--- src/rtl/fetch_stage_pkg.sv ---
// Shared pipeline definitions used by the fetch stage: datapath width,
// NOP encoding, default reset PC and the IF/ID register layout.
package fetch_stage_pkg;

    localparam int unsigned XLEN             = 32;
    localparam logic [XLEN-1:0] NOP          = '0;
    localparam logic [XLEN-1:0] RESET_PC_DEF = '0;

    typedef struct packed {
        logic [XLEN-1:0] pc_plus4;
        logic [XLEN-1:0] instruction;
        logic            valid;
    } if_id_t;

    localparam if_id_t IF_ID_BUBBLE = '{pc_plus4: '0, instruction: NOP, valid: 1'b0};

endpackage

--- src/rtl/fetch_stage_pc_register.sv ---
// Program-counter register: synchronous reset to RESET_PC, loads d only
// when enabled.
module fetch_stage_pc_register
    import fetch_stage_pkg::*;
#(
    parameter int unsigned     n        = XLEN,
    parameter logic [n-1:0]    RESET_PC = RESET_PC_DEF
) (
    input  logic         clk,
    input  logic         rst,
    input  logic         load_en_i,
    input  logic [n-1:0] pc_d_i,
    output logic [n-1:0] pc_q_o
);

    logic [n-1:0] pc_q;

    // NOTE: state registers use non-blocking (<=) so every flop samples
    // pre-edge values regardless of process evaluation order.
    always_ff @(posedge clk) begin
        if (rst) begin
            pc_q <= RESET_PC;
        end else if (load_en_i) begin
            pc_q <= pc_d_i;
        end
    end

    assign pc_q_o = pc_q;

endmodule

--- src/rtl/fetch_stage.sv ---
// MIPS IF stage: PC drives the combinational instruction memory, and the
// returned word plus PC+4 is registered into IF/ID. Redirects beat freezes.
module fetch_stage
    import fetch_stage_pkg::*;
#(
    parameter int unsigned     n        = XLEN,
    parameter logic [n-1:0]    RESET_PC = RESET_PC_DEF
) (
    input  logic         clk,
    input  logic         rst,
    input  logic         freeze,
    input  logic         br_taken,
    input  logic [n-1:0] br_target,
    output logic [n-1:0] imem_pc,
    input  logic [n-1:0] imem_instruction,
    output logic [n-1:0] if_pc_plus4,
    output logic [n-1:0] if_instruction,
    output logic         if_valid
);

    logic [n-1:0] pc_q;
    logic [n-1:0] pc_d;
    logic [n-1:0] pc_plus4;
    logic         pc_load_en;
    if_id_t       if_id_d;
    if_id_t       if_id_q;

    // Wraps modulo 2^n with no overflow indication.
    assign pc_plus4   = pc_q + n'(4);
    assign pc_d       = br_taken ? br_target : pc_plus4;
    assign pc_load_en = ~freeze | br_taken;

    fetch_stage_pc_register #(
        .n        (n),
        .RESET_PC (RESET_PC)
    ) u_pc_register (
        .clk       (clk),
        .rst       (rst),
        .load_en_i (pc_load_en),
        .pc_d_i    (pc_d),
        .pc_q_o    (pc_q)
    );

    // NOTE: if_id_d gets a default before any branch so no path leaves it
    // unassigned; otherwise synthesis would infer a latch.
    always_comb begin
        if_id_d = if_id_q;
        if (br_taken) begin
            if_id_d = IF_ID_BUBBLE;
        end else if (!freeze) begin
            if_id_d.pc_plus4    = pc_plus4;
            if_id_d.instruction = imem_instruction;
            if_id_d.valid       = 1'b1;
        end
    end

    always_ff @(posedge clk) begin
        if (rst) begin
            if_id_q <= IF_ID_BUBBLE;
        end else begin
            if_id_q <= if_id_d;
        end
    end

    assign imem_pc        = pc_q;
    assign if_pc_plus4    = if_id_q.pc_plus4;
    assign if_instruction = if_id_q.instruction;
    assign if_valid       = if_id_q.valid;

endmodule

--- config.mk ---
export PLATFORM = sky130hd
export DESIGN_NAME = fetch_stage
export DESIGN_NICKNAME = d
export VERILOG_FILES = /design/src/rtl/fetch_stage_pkg.sv /design/src/rtl/fetch_stage_pc_register.sv /design/src/rtl/fetch_stage.sv
export SDC_FILE = /design/constraint.sdc
export NUM_CORES = 1
export LEC_CHECK = 0
export ABC_AREA = 1
export CAP_MARGIN = 20
export CORE_MARGIN = 4
export CORE_UTILIZATION = 44
export DETAILED_ROUTE_END_ITERATION = 16
export HOLD_SLACK_MARGIN = 0.06
export PLACE_DENSITY = 0.85
export REMOVE_ABC_BUFFERS = 1
export SYNTH_ARGS = -nofsm -noshare
export SYNTH_HDL_FRONTEND = slang
export SYNTH_SLANG_ARGS = --single-unit
export TNS_END_PERCENT = 5
--- constraint.sdc ---
create_clock -name clk -period 1.7 [get_ports clk]
set_input_delay 0.34 -clock clk [delete_from_list [all_inputs] [get_ports clk]]
set_output_delay 0.34 -clock clk [all_outputs]
set_load 0.01 [all_outputs]
# == Word level (Yosys, flattened, before mapping) ==
# Index checks and enable logic that the tools add are counted.
# word_totals
reg_bits,97
latchBits,0
ram_bits,0
mem_bits_ro,0
input_bits,68
output_inout_bits,97
wordCells,9
memories,0
# op_classes
n_addsub,1
n_mul,0
div_mod_pow,0
magnitude_cmp,0
eq_ne,0
shift,0
n_mux,1
bitwise,2
reduce_logical,1
# op_table
operator,count
$add A32 B3 Y32 const B,1
$mux W32,1
$reduce_or A2 Y1,1
$not A1 Y1,1
$or A1 B1 Y1,1

# == Depth between registers and ports, before layout ==
# depth
depth_word,2
depth_mapped,9
depth_no_buf,9

# == By module ==
# Synthesis repeated with hierarchy kept, for this count alone.
# hier_totals
cells_unflattened,816
hier_area_um2,4968.5
# modules_own_cells
module,n_inst,cells_per_inst,area_each_um2,seq_area_each_um2
fetch_stage,1,613,3629.7,1301.2
fetch_stage_pc_register,1,203,1338.8,640.6

# == Worst setup path after synthesis ==
# Ideal clock, no wire load.
# synth_timing
path_type,flip-flop to flip-flop
startpoint,reg u_pc_register.pc_q[2] (netlist: u_pc_register.pc_q_o[2])
endpoint,"reg if_id_q, in the netlist if_pc_plus4[24]"
setup_time_ps,115
arrival_time_ps,1270
required_ps,1585
setup_slack_ps,315
stages_incl_launch_ff,9
n_path_buf,0
synth_period_minus_slack_ps,1385
cell_sequence,dfxtp_1 -> ha_1 -> nand3_2 -> nor2_1 -> nand3_1 -> nor2_1 -> nand2_1 -> nand3_1 -> nand2_1
# synth_via
elab_chain_cells,1
# synth_lines
item,line_no,text
"start, declared",fetch_stage_pc_register.sv:16,logic [n-1:0] pc_q;
"start signal, assigned",fetch_stage_pc_register.sv:24,pc_q <= pc_d_i;
$add A32 B3 Y32,fetch_stage.sv:29,assign pc_plus4 = pc_q + n'(4);
"end signal, assigned",fetch_stage.sv:61,if_id_q <= if_id_d;
"end, declared",fetch_stage.sv:26,if_id_t if_id_q;
# No other way between the ends.
# A chain may end at the register's enable or synchronous reset.

# == Worst setup path after layout ==
# layout_timing
startpoint,reg u_pc_register.pc_q[12] (netlist: u_pc_register.pc_q_o[12])
endpoint,out imem_pc[12]
# layout_lines
item,line_no,text
"end, declared",fetch_stage.sv:14,"output logic [n-1:0] imem_pc,"
# No word-level cell between the ends.

==> results.cfg <==
[detailed_routing]
wl_mm = 13.88
drc = 0
avgRoutedWirePerCell_um = 14.66
vias = 4740
antenna_left = 0
drt-initial-drc-count = 289
avgViaCountPerCell = 5.005
dr.pass1.iters = 5

[sta]
max_freq_mhz = 599.5
finalClockSkew_ps = 8.036
setup_viol = 0
finalCritPeriodShare_pct = 98.12
slew_headroom_pct = 72.22
worstMarginPinSlew_ps = 416.0
fin_hold_ws_ps = 456.2
hold_viol_final = 0
rsz0062_at_grt = no
report.final.slew_viol_count = 0
finalCriticalPeriod_ps = 1668
tns_ps = 0

[setup_path]
crit_arrival_ps = 1330
critPathKind = register to output pin
crit_fanout = 4
max_stage_delay_ps = 560
crit_buf_inv = 1
startpoint_type = register
worstRegToRegCells = 8
slowest_stage = clkdlybuf4s50_1
path_delay_family = buffers and inverters
crit_chain = clkdlybuf4s50_1
cp.depth = 1
cp-end-kind = output pin
crit_required_ps = 1360

[yosys]
syn-cell-area_sq_um = 4377
ys_types = 28
synth_edf_count = 0
synth_top_area_cell = dfxtp_1
synth_area_leaders = dfxtp_1 44%, nand2_1 23%, nand3_1 7.3%
synth_seq_area_share_pct = 44.37
syn_inst = 640
netlist_top_cells_count = 263 x nand2_1, 97 x dfxtp_1, 64 x nand3_1
avgSynthCellArea_sq_um = 6.839
ys_ff_latch = 97
synth_top_area_share_pct = 44.37
async_flop_share_pct = 0
synth_ff_type = dfxtp_1
yosysWarnings = 0
synth_most_common_cell = nand2_1

[power_and_ir_drop]
power_frac_clock_pct = 32.8
max-vdd-ir-drop_mv = 0.4411
internal-power_uw = 3439
p_sw_uw = 1268
sw_frac_of_total_pct = 26.94
power_uw = 4707
p_per_area_nw_per_um2 = 729.0
p_leak_uw = 0.002783
p_seq_share_pct = 52.1
power_frac_comb_pct = 15.1

[die]
core_sq_um = 9729
row_count = 36
io_pins = 165
die_y_um = 107.7
dieArea_sq_um = 11610
start_util_pct = 44.98
die_width_um = 107.7

[finish]
multi_input_area_sq_um = 2138
syn_to_final_growth_pct = 47.51
fin_nets = 878
fin_util_pct = 66.36
n_antenna_cell = 0
drive_above_1_share_pct = 10.57
fill_cells = 870
regArea_sq_um = 1979

[cts]
cts_max_level = 3
cts_buffer_depth = 2
clk_pin_slew_ps = 100
numCtsBuffers = 9
cts_tree = yes
root_buffer = clkbuf_8
clock-sinks = 97
post_cts.repair.setup_buffers = 0
clock_latency_ps = 360

[job]
maxCapViolCount = 0

[min_path]
whs_path_depth = 2
hold_class = register to register

[global_routing]
grt_use_total_pct = 24.02
grt_pass1_vias = 4692
grt_pass1_wl_mm = 22.46
gr-total-overflow = 0
antenna_found_initial = 0
grt_max_degree = 56

[outcome]
outcome = complete, no violations

[place]
gp_congestion = 0.8762
portBuffers = 164
place_hpwl_mm = 10.70
[state kept, by name, summed over array words and instances (netlist names)]
signal,flops
u_pc_register.pc_q_o,32
if_valid,1
if_instruction,32
if_pc_plus4,32
[worst paths after layout]
| check | slack (ps) | to | start |
|---|---|---|---|
| setup / recovery | 30 | imem_pc[12] | u_pc_register.pc_q_o[12]$_SDFFE_PP0N_ |
| hold / removal | 460 | if_pc_plus4[20]$_SDFFE_PP0N_ | if_pc_plus4[20]$_SDFFE_PP0N_ |
| setup reg to reg | 180 | u_pc_register.pc_q_o[22]$_SDFFE_PP0N_ | u_pc_register.pc_q_o[3]$_SDFFE_PP0N_ |
| hold reg to reg | 460 | if_pc_plus4[20]$_SDFFE_PP0N_ | if_pc_plus4[20]$_SDFFE_PP0N_ |
[power groups by stage]
stage / clock [uW] / sequential (uW) / combinational (uW)
detailed placement: 0 / 2500 / 719
finish: 1540 / 2450 / 712
global placement: 0 / 2500 / 703
global route: 1660 / 2470 / 779
floorplan: 0 / 2520 / 212
CTS: 1560 / 2450 / 717
[what timing repair did]
| action | 4_1_cts | 5_1_grt |
|---|---|---|
| hold buffers | 0 | 0 |
| resized for setup | 24 | 11 |
| endpoints found under the setup margin | 23 | 12 |
[placed cells by master, fill, tap and decap left out, types with 3 or more instances in the layout]
master             n
nand2_1          263
clkdlybuf4s50_1  154
dfxtp_1           77
nand3_1           64
o21ai_0           39
nor2_1            37
a21oi_1           37
inv_1             33
buf_4             21
dfxtp_2           15
nor2_4             9
clkbuf_8           9
inv_2              6
dlygate4sd2_1      6
nor2_2             5
dfxtp_4            5
a22o_1             4
dlymetal6s2s_1     4
nand2_2            3
nand4_1            3
inv_6              3
[through the flow]
stage          worst slack [ps]  cell area (sq um)  cells
2_1_floorplan             268.8               4230    612
4_1_cts                   3.785               6431    947
6_report                  31.90               6456    947
3_3_place_gp             -74.93               6216    931
5_1_grt                 0.09781               6456    947
3_5_place_dp             -133.0               6216    931
[cell type report]
cell class | instances | share of cell area (%)
Multi-Input combinational cell | 475 | 33.12
Sequential cell | 97 | 30.66
Timing Repair Buffer | 186 | 28.22
Tap cell | 133 | 2.578
Inverter | 40 | 2.326
Clock buffer | 9 | 1.919
Clock inverter | 7 | 1.182
[worst reg2reg max path, stage by stage (launching register included)]
cell and delay [ps]:
dfxtp_1 390, ha_1 210, nand3_2 120, inv_2 130
nand2_4 110, nor2_4 170, nand3_1 100, nand3_1 130
nand2_1 70
[cells by family after synthesis]
family / count (synthesis) / synth area share [%]
XOR/XNOR: 1 / 0.2002
AO/OA/AOI/OAI: 83 / 9.948
flip-flops: 97 / 44.37
adder cells (fa/ha/maj): 1 / 0.2858
AND/OR/NAND/NOR: 390 / 38.42
buffers and inverters: 68 / 6.775
[per-layer routing]
metal,up-vias,wire length (um),GRT usage [%]
met5,-,0,0
met4,0,213,7.665
met3,20,1187,5.819
met2,174,6749,42.50
met1,2173,5731,28.46
li1,2373,-,-
(Power assumes the default switching activity.)
